==> src/rtl/autoref_scheduler.sv <==
// Auto-refresh scheduler: periodic refresh ticks, postponed-refresh accounting,
// request handshake toward the command arbiter and the tRFC busy window.
module autoref_scheduler #(
   parameter int CNT_W       = 28,
   parameter int MAX_PENDING = 8
) (
   input  logic             clk,
   input  logic             rstn,
   input  logic             aref_en,
   input  logic [CNT_W-1:0] aref_interval,
   input  logic [CNT_W-1:0] trfc,
   input  logic             ref_ack,
   input  logic             clr_overflow,
   output logic             ref_req,
   output logic             ref_busy,
   output logic [3:0]       pending_cnt,
   output logic             ref_overflow
);

   typedef enum logic [1:0] {IDLE, REQ, TRFC} state_t;

   localparam logic [3:0] MAXP = 4'(MAX_PENDING);

   state_t           state, state_nxt;
   logic [CNT_W-1:0] ivl_cnt, busy_cnt;
   logic             en_eff, tick, ack_acc, ovf_set;

   assign en_eff  = aref_en & (aref_interval != '0);
   // >= rather than == so a shrunk interval fires on the very next edge
   assign tick    = en_eff & (ivl_cnt >= aref_interval - CNT_W'(1));
   assign ack_acc = ref_ack & (state == REQ);
   assign ovf_set = tick & ~ack_acc & (pending_cnt == MAXP);

   always_comb begin
      state_nxt = state;
      case (state)
         IDLE: if (pending_cnt != 4'd0 && en_eff) state_nxt = REQ;
         REQ: begin
            if (ack_acc)      state_nxt = TRFC;
            else if (!en_eff) state_nxt = IDLE;
         end
         // a started tRFC window always runs to completion
         TRFC: if (busy_cnt <= CNT_W'(1)) state_nxt = IDLE;
         default: state_nxt = IDLE;
      endcase
   end

   always_ff @(posedge clk) begin
      if (!rstn) begin
         state    <= IDLE;
         ref_req  <= 1'b0;
         ref_busy <= 1'b0;
      end else begin
         state    <= state_nxt;
         ref_req  <= (state_nxt == REQ);
         ref_busy <= (state_nxt == TRFC);
      end
   end

   always_ff @(posedge clk) begin
      if (!rstn) begin
         ivl_cnt <= '0;
      end else if (!en_eff || tick) begin
         ivl_cnt <= '0;
      end else begin
         ivl_cnt <= ivl_cnt + CNT_W'(1);
      end
   end

   always_ff @(posedge clk) begin
      if (!rstn) begin
         busy_cnt <= '0;
      end else if (ack_acc) begin
         busy_cnt <= (trfc == '0) ? CNT_W'(1) : trfc;
      end else if (state == TRFC && busy_cnt != '0) begin
         busy_cnt <= busy_cnt - CNT_W'(1);
      end
   end

   // losing enable forfeits every owed refresh, including one acked this cycle
   always_ff @(posedge clk) begin
      if (!rstn) begin
         pending_cnt <= 4'd0;
      end else if (!en_eff) begin
         pending_cnt <= 4'd0;
      end else if (tick && !ack_acc && pending_cnt != MAXP) begin
         pending_cnt <= pending_cnt + 4'd1;
      end else if (ack_acc && !tick) begin
         pending_cnt <= pending_cnt - 4'd1;
      end
   end

   always_ff @(posedge clk) begin
      if (!rstn) begin
         ref_overflow <= 1'b0;
      end else if (ovf_set) begin
         ref_overflow <= 1'b1;
      end else if (clr_overflow) begin
         ref_overflow <= 1'b0;
      end
   end

endmodule
==> config.mk <==
export PLATFORM = sky130hd
export DESIGN_NAME = autoref_scheduler
export DESIGN_NICKNAME = d
export VERILOG_FILES = /design/src/rtl/autoref_scheduler.sv
export SDC_FILE = /design/constraint.sdc
export NUM_CORES = 1
export LEC_CHECK = 0
export BUFFER_PORTS_ARGS = -buffer_cell sky130_fd_sc_hd__buf_2
export CELL_PAD_IN_SITES_DETAIL_PLACEMENT = 1
export CELL_PAD_IN_SITES_GLOBAL_PLACEMENT = 1
export CORE_MARGIN = 2
export CORE_UTILIZATION = 30
export CTS_CLUSTER_SIZE = 12
export DETAILED_ROUTE_END_ITERATION = 8
export MAX_ROUTING_LAYER = met4
export PLACE_DENSITY = 0.61
export SLEW_MARGIN = 20
export SYNTH_ARGS = -nofsm -noshare
export SYNTH_HDL_FRONTEND = slang
export SYNTH_SLANG_ARGS = --single-unit
export TNS_END_PERCENT = 10
==> constraint.sdc <==
create_clock -name clk -period 4.2 [get_ports clk]
set_clock_uncertainty 0.2 [all_clocks]
set_input_delay 0.42 -clock clk [delete_from_list [all_inputs] [get_ports clk]]
set_output_delay 0.42 -clock clk [all_outputs]
set_load 0.005 [all_outputs]
==> reports/metrics.cfg, run 1 <==
[outcome]
outcome = finished clean

[route]
drt-met1-wl_um = 6485
highest_layer = met4
drtIter0Drc = 219
wl_um = 13980
avgViaCountPerCell = 5.320
dr_wl_met2_um = 6899
vias = 4517
wl_met3_um = 415
drtPass1Iterations = 4
antenna_left = 0
drt_drc_violations_left = 0
wl_per_cell_um = 16.47

[place]
dp_hpwl_um = 10750
port_buffers = 67
place_congestion = 0.8022
placed_cell_area_um2 = 5360
place_ws_ns = -0.5312

[hold_path]
min_path_type = input port to register

[critical_path]
crit_arrival_ns = 4.24
critical_path_class = input port to register
cp-start-kind = input port
end_kind = register
crit_path_max_fanout = 4
worst_ep_required_time_ns = 4.28

[power_and_ir_drop]
max-vdd-ir-drop_uv = 175.2
powerDensity_nw_per_um2 = 266.7
power_leakage_nw = 2.359

[sta]
fin_ws_ns = 0.03706
max-slew-margin-rel_pct = 43.50
slew_violations = 0
fin_crit_sh_pct = 99.12
finalHoldViolations = 0
max_freq_mhz = 240.2
post-route-min-period_ns = 4.163
hold_slack_ns = 0.1436
setup_viol = 0
worst_pin_slew_ns = 0.8465
fin_setup_tns_ns = 0
rsz0062_at_grt = yes

[clocking]
clk_path_buf_depth = 2
cts_sinks = 65
htree_levels = 3
cts-root-buf = clkbuf_16
ctsHoldBuffers = 0
cts_made_buffers = 9
clk_pin_slew_ns = 0.05
cts_tree = yes
clock_latency_ns = 0.33

[logic_synthesis]
yosys-top-cells-area = dfxtp_1 (29%), ha_1 (9.4%), xnor2_1 (6.4%)
yosysUniqueCellTypes = 66
ys_ff_latch = 65
syn_inst = 548
async_flop_share_pct = 0
synth_edf_count = 0
synth.largest_area_cell = dfxtp_1
netlist_area_um2 = 4507
syn_avg_cell_area_um2 = 8.224
synth_flop_cell = dfxtp_1
netlist_top_cells_count = nor2_1 (75), dfxtp_1 (65), nand2_1 (48)
yosysWarnings = 0
syn_nets = 644
synthMostInstantiatedCell = nor2_1
ys_seq_area_share_pct = 28.87
synth.top_cell.area_share_pct = 28.87

[floorplanning]
die_width_um = 126.6
pin_count = 68
core_um2 = 14590
die_y_um = 126.6
die-area_um2 = 16020
initial_core_util_pct = 30.89
row_count = 44

[global_routing]
gr-usage-all-layers_pct = 18.53
antenna_found_initial = 0
grt_max_degree = 37
grt_pass1_wl_um = 23490
grt_pass1_vias = 4752
overflow = 0

[final_layout]
fillCellCount = 1770
seqCellArea_um2 = 1301
fin_area_um2 = 5847
multi_input_area_um2 = 3233
syn2layout_area_growth_pct = 29.73
drive_above_1_share_pct = 26.02
final_nets = 757
fin_util_pct = 40.08
antenna_cells = 0

[flow_run]
max_cap_violations = 0

metal layers:
layer  up-vias  track usage, %
met4         0           5.365
met5         -               -
met1      2203           23.63
li1       2221               -
met3        15           2.531
met2        78           30.67
stage by stage:
stage	power [mW]	cells
after floorplan	0.6845	548
after global placement	0.7584	829
after detailed placement	0.7627	829
after CTS	1.573	847
after global routing	1.623	849
final	1.559	849
critical path, stage by stage:
cell	delay (ns)
buf_2	0.10
or4_4	0.54
or3_4	0.44
buf_6	0.15
nor3_4	0.11
xnor2_1	0.09
ha_1	0.30
nand4_1	0.14
buf_4	0.19
nor3_4	0.17
nand2_2	0.09
nand3_2	0.09
o21ai_2	0.08
or2_4	0.26
ha_4	0.21
a21o_1	0.15
a21o_1	0.19
nor2_1	0.10
nand2_1	0.06
mux2_4	0.28
nand3_2	0.07
layout by cell type (no fill, tap or decap), drive strengths merged, types with 20 or more instances in the layout:
cell type,netlist,routed
xor2,32,32
buf,5,118
nor4,22,22
a21oi,33,33
nand3,21,21
o21ai,20,20
ha,34,34
nand2,49,49
nor2,76,76
dfxtp,65,65
xnor2,33,33
nor3,24,24
where the power goes:
group	total, mW	switching, mW	internal, mW	leakage, nW
logic	0.139	0.0738	0.0650	1.68
clock network	0.801	0.270	0.532	0.153
registers	0.619	0.00122	0.618	0.524
timing repair:
item                                    CTS  global route
pin swaps                                17             7
gates cloned                              0             0
endpoints found under the setup margin    1             3
gates resized for setup                  17            11
setup buffers                             3             2
flip-flops by register name, summed over array words and instances (netlist names):
signal	cells
busy_cnt	28
state	2
pending_cnt	4
ivl_cnt	28
ref_busy	1
ref_req	1
ref_overflow	1
logic make-up after synthesis:
family,share of synthesized area (%)
and+or+nand+nor,28.18
AOI/OAI and AO/OA,16.49
xor gates and xnor gates,12.63
DFF,28.87
adders and majority gates,9.883
buffers and inverters,3.026
muxes,0.9162
final cells by class:
| cell class | count | area share (%) |
|---|---|---|
| Multi-Input combinational cell | 455 | 55.30 |
| Sequential cell | 65 | 22.26 |
| Timing Repair Buffer | 118 | 12.41 |
| Clock buffer | 12 | 4.216 |
| Tap cell | 184 | 3.938 |
| Clock inverter | 3 | 1.113 |
| Inverter | 12 | 0.7704 |
path summary, 6_finish.rpt:
kind / startpoint / to / slack (ns) / cells after the start
max reg2reg: ivl_cnt[0] / pending_cnt[3] / 0.66 / 16
min reg2reg: ref_overflow / ref_overflow / 0.27 / 2
min: clr_overflow / ref_overflow / 0.14 / 3
max: aref_interval[16] / pending_cnt[3] / 0.04 / 21
Note: power is estimated with default switching activity, not from simulation.
==> run 2: changes to the inputs <==
--- a/config.mk
+++ b/config.mk
@@ -14,6 +14,7 @@
 export DETAILED_ROUTE_END_ITERATION = 8
 export MAX_ROUTING_LAYER = met4
 export PLACE_DENSITY = 0.61
+export REMOVE_ABC_BUFFERS = 1
 export SLEW_MARGIN = 20
 export SYNTH_ARGS = -nofsm -noshare
 export SYNTH_HDL_FRONTEND = slang
==> reports/metrics.cfg, run 2 (same netlist as run 1, synthesis figures left out) <==
[clocking]
htree_levels = 3  ; unchanged
cts_made_buffers = 9  ; unchanged
clk_pin_slew_ns = 0.05  ; about the same
clk_path_buf_depth = 2  ; unchanged
cts-root-buf = clkbuf_16
cts_tree = yes
ctsHoldBuffers = 0  ; unchanged
clock_latency_ns = 0.34  ; about the same
cts_sinks = 65  ; unchanged

[place]
port_buffers = 67  ; unchanged
placed_cell_area_um2 = 5356  ; about the same
dp_hpwl_um = 10890  ; +1.3%
place_ws_ns = -0.5687  ; -0.03749 ns
place_congestion = 0.8107  ; +1.1%
dp_cells = 833  ; +0.48%

[floorplanning]
row_count = 44  ; unchanged
die_width_um = 126.6  ; unchanged
die_y_um = 126.6  ; unchanged
initial_core_util_pct = 30.89  ; unchanged
pin_count = 68  ; unchanged
core_um2 = 14590  ; unchanged
die-area_um2 = 16020  ; unchanged

[flow_run]
max_cap_violations = 0  ; unchanged

[power_and_ir_drop]
powerDensity_nw_per_um2 = 254.2  ; -4.7%
p_int_mw = 1.140  ; -6.2%
power_leakage_nw = 2.370  ; +0.48%
switchingPower_mw = 0.3534  ; +2.5%
max-vdd-ir-drop_uv = 139.9  ; -20%
p_clk_share_pct = 49.1  ; -2.3 points
switching_share_pct = 23.67  ; +1.6 points
seqPwrFrac_pct = 41.5  ; +1.8 points
p_comb_share_pct = 9.4  ; +0.5 points

[route]
drtIter0Drc = 154  ; -30%
drt-met1-wl_um = 6591  ; +1.6%
wl_met3_um = 368  ; -11%
wl_um = 14300  ; +2.3%
wl_per_cell_um = 16.64  ; +1.1%
avgViaCountPerCell = 5.254  ; -1.3%
drt_drc_violations_left = 0  ; unchanged
vias = 4513  ; -0.089%
antenna_left = 0  ; unchanged
highest_layer = met4
dr_wl_met2_um = 7094  ; +2.8%
drtPass1Iterations = 4  ; unchanged

[final_layout]
antenna_cells = 0  ; unchanged
mostFrequentLayoutCells = nor2_1 (72), buf_2 (67), dfxtp_1 (65)
drive_above_1_share_pct = 26.96  ; +0.95 points
fin_area_um2 = 5873  ; +0.45%
final_nets = 767  ; +1.3%
fin_util_pct = 40.26  ; +0.18 points
syn2layout_area_growth_pct = 30.32
fillCellCount = 1746  ; -1.4%
final_common_cell = nor2_1
layout.cells.non_filler = 859  ; +1.2%
reg_top3 = busy_cnt x28, ivl_cnt x28, pending_cnt x4

[sta]
post-route-min-period_ns = 4.180  ; +0.01668 ns
rsz0062_at_grt = yes
hold_slack_ns = 0.1517  ; +0.008106 ns
max-slew-margin-rel_pct = 41.80  ; -1.7 points
max_freq_mhz = 239.3  ; -0.40%
setup_viol = 0  ; unchanged
fin_ws_ns = 0.02038  ; -0.01668 ns
finalHoldViolations = 0  ; unchanged
slew_violations = 0  ; unchanged
fin_crit_sh_pct = 99.51  ; +0.40 points
worst_pin_slew_ns = 0.8721  ; +0.02558 ns

[hold_path]
holdPathStages = 3  ; unchanged
whs_endpoint = busy_cnt[0]
hp-start = trfc[0]
min_path_type = input port to register

[critical_path]
slowest_stage = or4_4
critPathMaxStageDelay_ns = 0.54  ; about the same
worst_ep_required_time_ns = 4.28  ; about the same
critical_path_class = input port to register
crit_path_max_fanout = 5  ; +1
reg2regPathDepth = 16  ; unchanged
r2r_start = ivl_cnt[0]
cp-start-kind = input port
regToRegEndpoint = pending_cnt[3]
crit_chain = buf_2 -> or4_4 -> or3_4 -> nor2_2 -> xnor2_1 -> ha_1 -> nand4_1 -> buf_4 -> nor3_4 -> nand2_2 -> nand3_2 -> o21ai_2 -> or2_4 -> ha_1 -> a21o_1 -> a21o_1 -> inv_1 -> nand3_1 -> mux2_4 -> nand3_1
end_kind = register
crit_arrival_ns = 4.26  ; +0.02 ns
reg2reg_slack_ns = 0.62  ; -0.04 ns

[global_routing]
grt_pass1_vias = 4832  ; +1.7%
antenna_found_initial = 0  ; unchanged
gr-usage-all-layers_pct = 18.76  ; +0.24 points
grt_max_degree = 37  ; unchanged
grt_pass1_wl_um = 23840  ; +1.5%
overflow = 0  ; unchanged

[outcome]
outcome = finished clean

==> run 2: layout make-up <==
type                            count  area (um2)  share of cell area, %
Inverter                           12       45.04                 0.7669
Tap cell                          184       230.2                  3.920
Clock inverter                      3       42.54                 0.7243
Timing Repair Buffer              128       800.8                  13.63
Clock buffer                       12       236.5                  4.026
Sequential cell                    65        1301                  22.16
Multi-Input combinational cell    455        3217                  54.77
==> run 2: worst max path at each step <==
stage	start	end	slack [ns]	depth (start not counted)
6_report	aref_interval[15]	pending_cnt[3]	0.02	20
2_1_floorplan	aref_interval[2]	pending_cnt[3]	-0.36	19
3_5_place_dp	aref_interval[2]	pending_cnt[3]	-0.57	20
5_1_grt	aref_interval[11]	pending_cnt[3]	-0.15	19
3_3_place_gp	aref_interval[2]	pending_cnt[3]	-0.42	22
4_1_cts	aref_interval[15]	pending_cnt[3]	0.003	18
==> run 2: timing repair <==
action / in CTS / in global routing
setup buffers: 6 / 5
setup endpoints to repair: 1 / 3
pin swaps: 14 / 11
resized for setup: 13 / 19
==> run 2: routing by layer <==
layer | vias up | GRT usage [%]
met2 | 55 | 32.02
li1 | 2250 | -
met4 | 0 | 6.529
met1 | 2193 | 22.76
met5 | - | -
met3 | 15 | 2.446
==> run 2: power by group through the flow <==
| stage | Combinational, mW | Clock (mW) | Sequential (mW) |
|---|---|---|---|
| finish | 0.141 | 0.733 | 0.619 |
| global route | 0.156 | 0.774 | 0.619 |
| CTS | 0.137 | 0.746 | 0.619 |
| detailed placement | 0.132 | 0 | 0.632 |
| global placement | 0.127 | 0 | 0.632 |
| floorplan | 0.0459 | 0 | 0.632 |
==> run 2: critical path: cells and delay by family <==
| family | cells | cell delay [ns] |
|---|---|---|
| muxes | 1 | 0.30 |
| xor gates and xnor gates | 1 | 0.10 |
| adders and majority gates | 2 | 0.58 |
| AOI/OAI and AO/OA | 3 | 0.46 |
| buffers and inverters | 3 | 0.36 |
| and+or+nand+nor | 10 | 2.04 |
==> run 2: stage by stage <==
step / TNS (ns) / power [mW]
final: 0 / 1.493
after detailed placement: -1.121 / 0.7645
after global routing: -0.1505 / 1.549
after CTS: 0 / 1.502
after floorplan: -0.3608 / 0.6779
after global placement: -0.7448 / 0.7595
==> run 3: changes to the inputs <==
--- a/config.mk
+++ b/config.mk
@@ -14,6 +14,7 @@
 export DETAILED_ROUTE_END_ITERATION = 8
 export MAX_ROUTING_LAYER = met4
 export PLACE_DENSITY = 0.61
+export RECOVER_POWER = 100
 export REMOVE_ABC_BUFFERS = 1
 export SLEW_MARGIN = 20
 export SYNTH_ARGS = -nofsm -noshare
==> reports/metrics.cfg, run 3 (same netlist as run 1, synthesis figures left out) <==
[final_layout]
syn2layout_area_growth_pct = 29.57
final_common_cell = nor2_1
drive_above_1_share_pct = 25.63  ; -1.3 points
reg_top3 = busy_cnt x28, ivl_cnt x28, pending_cnt x4
antenna_cells = 0  ; unchanged
fin_util_pct = 40.03  ; -0.23 points
mostFrequentLayoutCells = nor2_1 (72), dfxtp_1 (65), buf_2 (62)
final_nets = 767  ; unchanged
fin_area_um2 = 5839  ; -0.58%

[power_and_ir_drop]
p_comb_share_pct = 9.4  ; about the same
max-vdd-ir-drop_uv = 139.8  ; about the same
power_leakage_nw = 2.345  ; -1.0%
p_clk_share_pct = 49.1  ; about the same
powerDensity_nw_per_um2 = 255.4  ; +0.47%
switchingPower_mw = 0.3518  ; -0.46%
seqPwrFrac_pct = 41.5  ; about the same
p_int_mw = 1.140  ; about the same
switching_share_pct = 23.59  ; -0.083 points

[flow_run]
max_cap_violations = 0  ; unchanged

[floorplanning]
core_um2 = 14590  ; unchanged
die_width_um = 126.6  ; unchanged
row_count = 44  ; unchanged
die_y_um = 126.6  ; unchanged
pin_count = 68  ; unchanged
die-area_um2 = 16020  ; unchanged
initial_core_util_pct = 30.89  ; unchanged

[critical_path]
cp-start-kind = input port
crit_chain = buf_2 -> or4_4 -> or3_4 -> nor2_2 -> xnor2_1 -> ha_1 -> nand4_1 -> buf_4 -> nor3_4 -> nand2_2 -> nand3_2 -> o21ai_2 -> or2_4 -> ha_1 -> a21o_1 -> a21o_1 -> inv_1 -> nand3_1 -> mux2_4 -> nand3_1
crit_family = simple AND/OR/NAND/NOR gates
critPathMaxStageDelay_ns = 0.54  ; about the same
critical_path_class = input port to register
worst_ep_required_time_ns = 4.28  ; about the same
startpoint = aref_interval[15]
end_kind = register
crit_path_max_fanout = 5  ; unchanged
path_buf_inv = 3  ; unchanged
r2r_start = ivl_cnt[0]
slowest_stage = or4_4
crit_arrival_ns = 4.26  ; about the same

[sta]
worst_pin_slew_ns = 0.8773  ; +0.005155 ns
max-slew-margin-rel_pct = 40.98  ; -0.82 points
slew_violations = 0  ; unchanged
hold_slack_ns = 0.1521  ; +0.0003270 ns
setup_viol = 0  ; unchanged
fin_crit_sh_pct = 99.54  ; about the same
rsz0062_at_grt = yes
post-route-min-period_ns = 4.181  ; +0.001192 ns
max_freq_mhz = 239.2  ; about the same
finalHoldViolations = 0  ; unchanged

[clocking]
htree_levels = 3  ; unchanged
cts-root-buf = clkbuf_16
clk_pin_slew_ns = 0.05  ; about the same
cts_tree = yes
clock_latency_ns = 0.34  ; about the same
cts_made_buffers = 9  ; unchanged
cts_sinks = 65  ; unchanged
clk_path_buf_depth = 2  ; unchanged

[route]
wl_per_cell_um = 16.62  ; -0.15%
drtPass1Iterations = 4  ; unchanged
avgViaCountPerCell = 5.254  ; unchanged
wl_um = 14270  ; -0.15%
vias = 4513  ; unchanged
drtIter0Drc = 158  ; +2.6%
antenna_left = 0  ; unchanged
drt_drc_violations_left = 0  ; unchanged

[hold_path]
min_path_type = input port to register
hp-start = trfc[0]

[global_routing]
grt_pass1_vias = 4832  ; unchanged
overflow = 0  ; unchanged
grt_pass1_wl_um = 23840  ; unchanged
grt_max_degree = 37  ; unchanged
gr-usage-all-layers_pct = 18.76  ; unchanged
antenna_found_initial = 0  ; unchanged

[place]
place_congestion = 0.8107  ; unchanged
port_buffers = 67  ; unchanged
dp_hpwl_um = 10890  ; unchanged
placed_cell_area_um2 = 5356  ; unchanged

[outcome]
outcome = finished clean

-- run 3: cell count changes in the layout (fill, tap and decap cells not counted), sizes merged --
cell    change
buf         -5
clkbuf      +5
-- run 3: cell type report --
class | instances | area [um2]
Fill cell | 1753 | 8750
Multi-Input combinational cell | 455 | 3189
Sequential cell | 65 | 1301
Timing Repair Buffer | 128 | 794.5
Clock buffer | 12 | 236.5
Tap cell | 184 | 230.2
Inverter | 12 | 45.04
Clock inverter | 3 | 42.54
-- run 3: power groups by stage --
| stage | Combinational, mW | Sequential [mW] | Clock, mW |
|---|---|---|---|
| after global routing | 0.156 | 0.619 | 0.774 |
| after global placement | 0.127 | 0.632 | 0 |
| after CTS | 0.137 | 0.619 | 0.746 |
| after floorplan | 0.0459 | 0.632 | 0 |
| after detailed placement | 0.132 | 0.632 | 0 |
| final | 0.141 | 0.619 | 0.732 |
-- run 3: worst paths after layout --
kind                          to  slack (ns)  cells past startpoint
setup reg to reg  pending_cnt[3]        0.62                     16
hold / removal       busy_cnt[0]        0.15                      3
setup / recovery  pending_cnt[3]        0.02                     20
hold reg to reg     ref_overflow        0.27                      2
-- run 3: repair_timing --
action | in CTS | in global routing
endpoints found under the setup margin | 1 | 3
pin swaps | 14 | 11
resized for setup | 13 | 19
buffers inserted | 6 | 5
cloned | 0 | 0
hold buffers | 0 | 0
-- run 3: worst register-to-register path, delay by kind of cell (launching register included) --
kind	cells	cell delay, ns
AOI/OAI and AO/OA	6	1.39
adders and majority gates	2	0.48
buffers and inverters	3	0.29
DFF	1	0.40
muxes	1	0.30
and+or+nand+nor	4	0.46
-- run 3: metrics by stage --
stage / cells / setup TNS [ns] / power [mW] / worst slack [ns]
2_1_floorplan: 532 / -0.3608 / 0.6779 / -0.3608
3_3_place_gp: 833 / -0.7448 / 0.7595 / -0.4156
3_5_place_dp: 833 / -1.121 / 0.7645 / -0.5687
4_1_cts: 854 / 0 / 1.502 / 0.002852
5_1_grt: 859 / -0.1505 / 1.549 / -0.1505
6_report: 859 / 0 / 1.491 / 0.01919
-- run 3: layer usage --
metal | vias up | wire length, um | GRT usage [%]
li1 | 2250 | - | -
met1 | 2193 | 6555 | 22.76
met2 | 55 | 7096 | 32.02
met3 | 15 | 380 | 2.446
met4 | 0 | 242 | 6.529
met5 | - | 0 | -
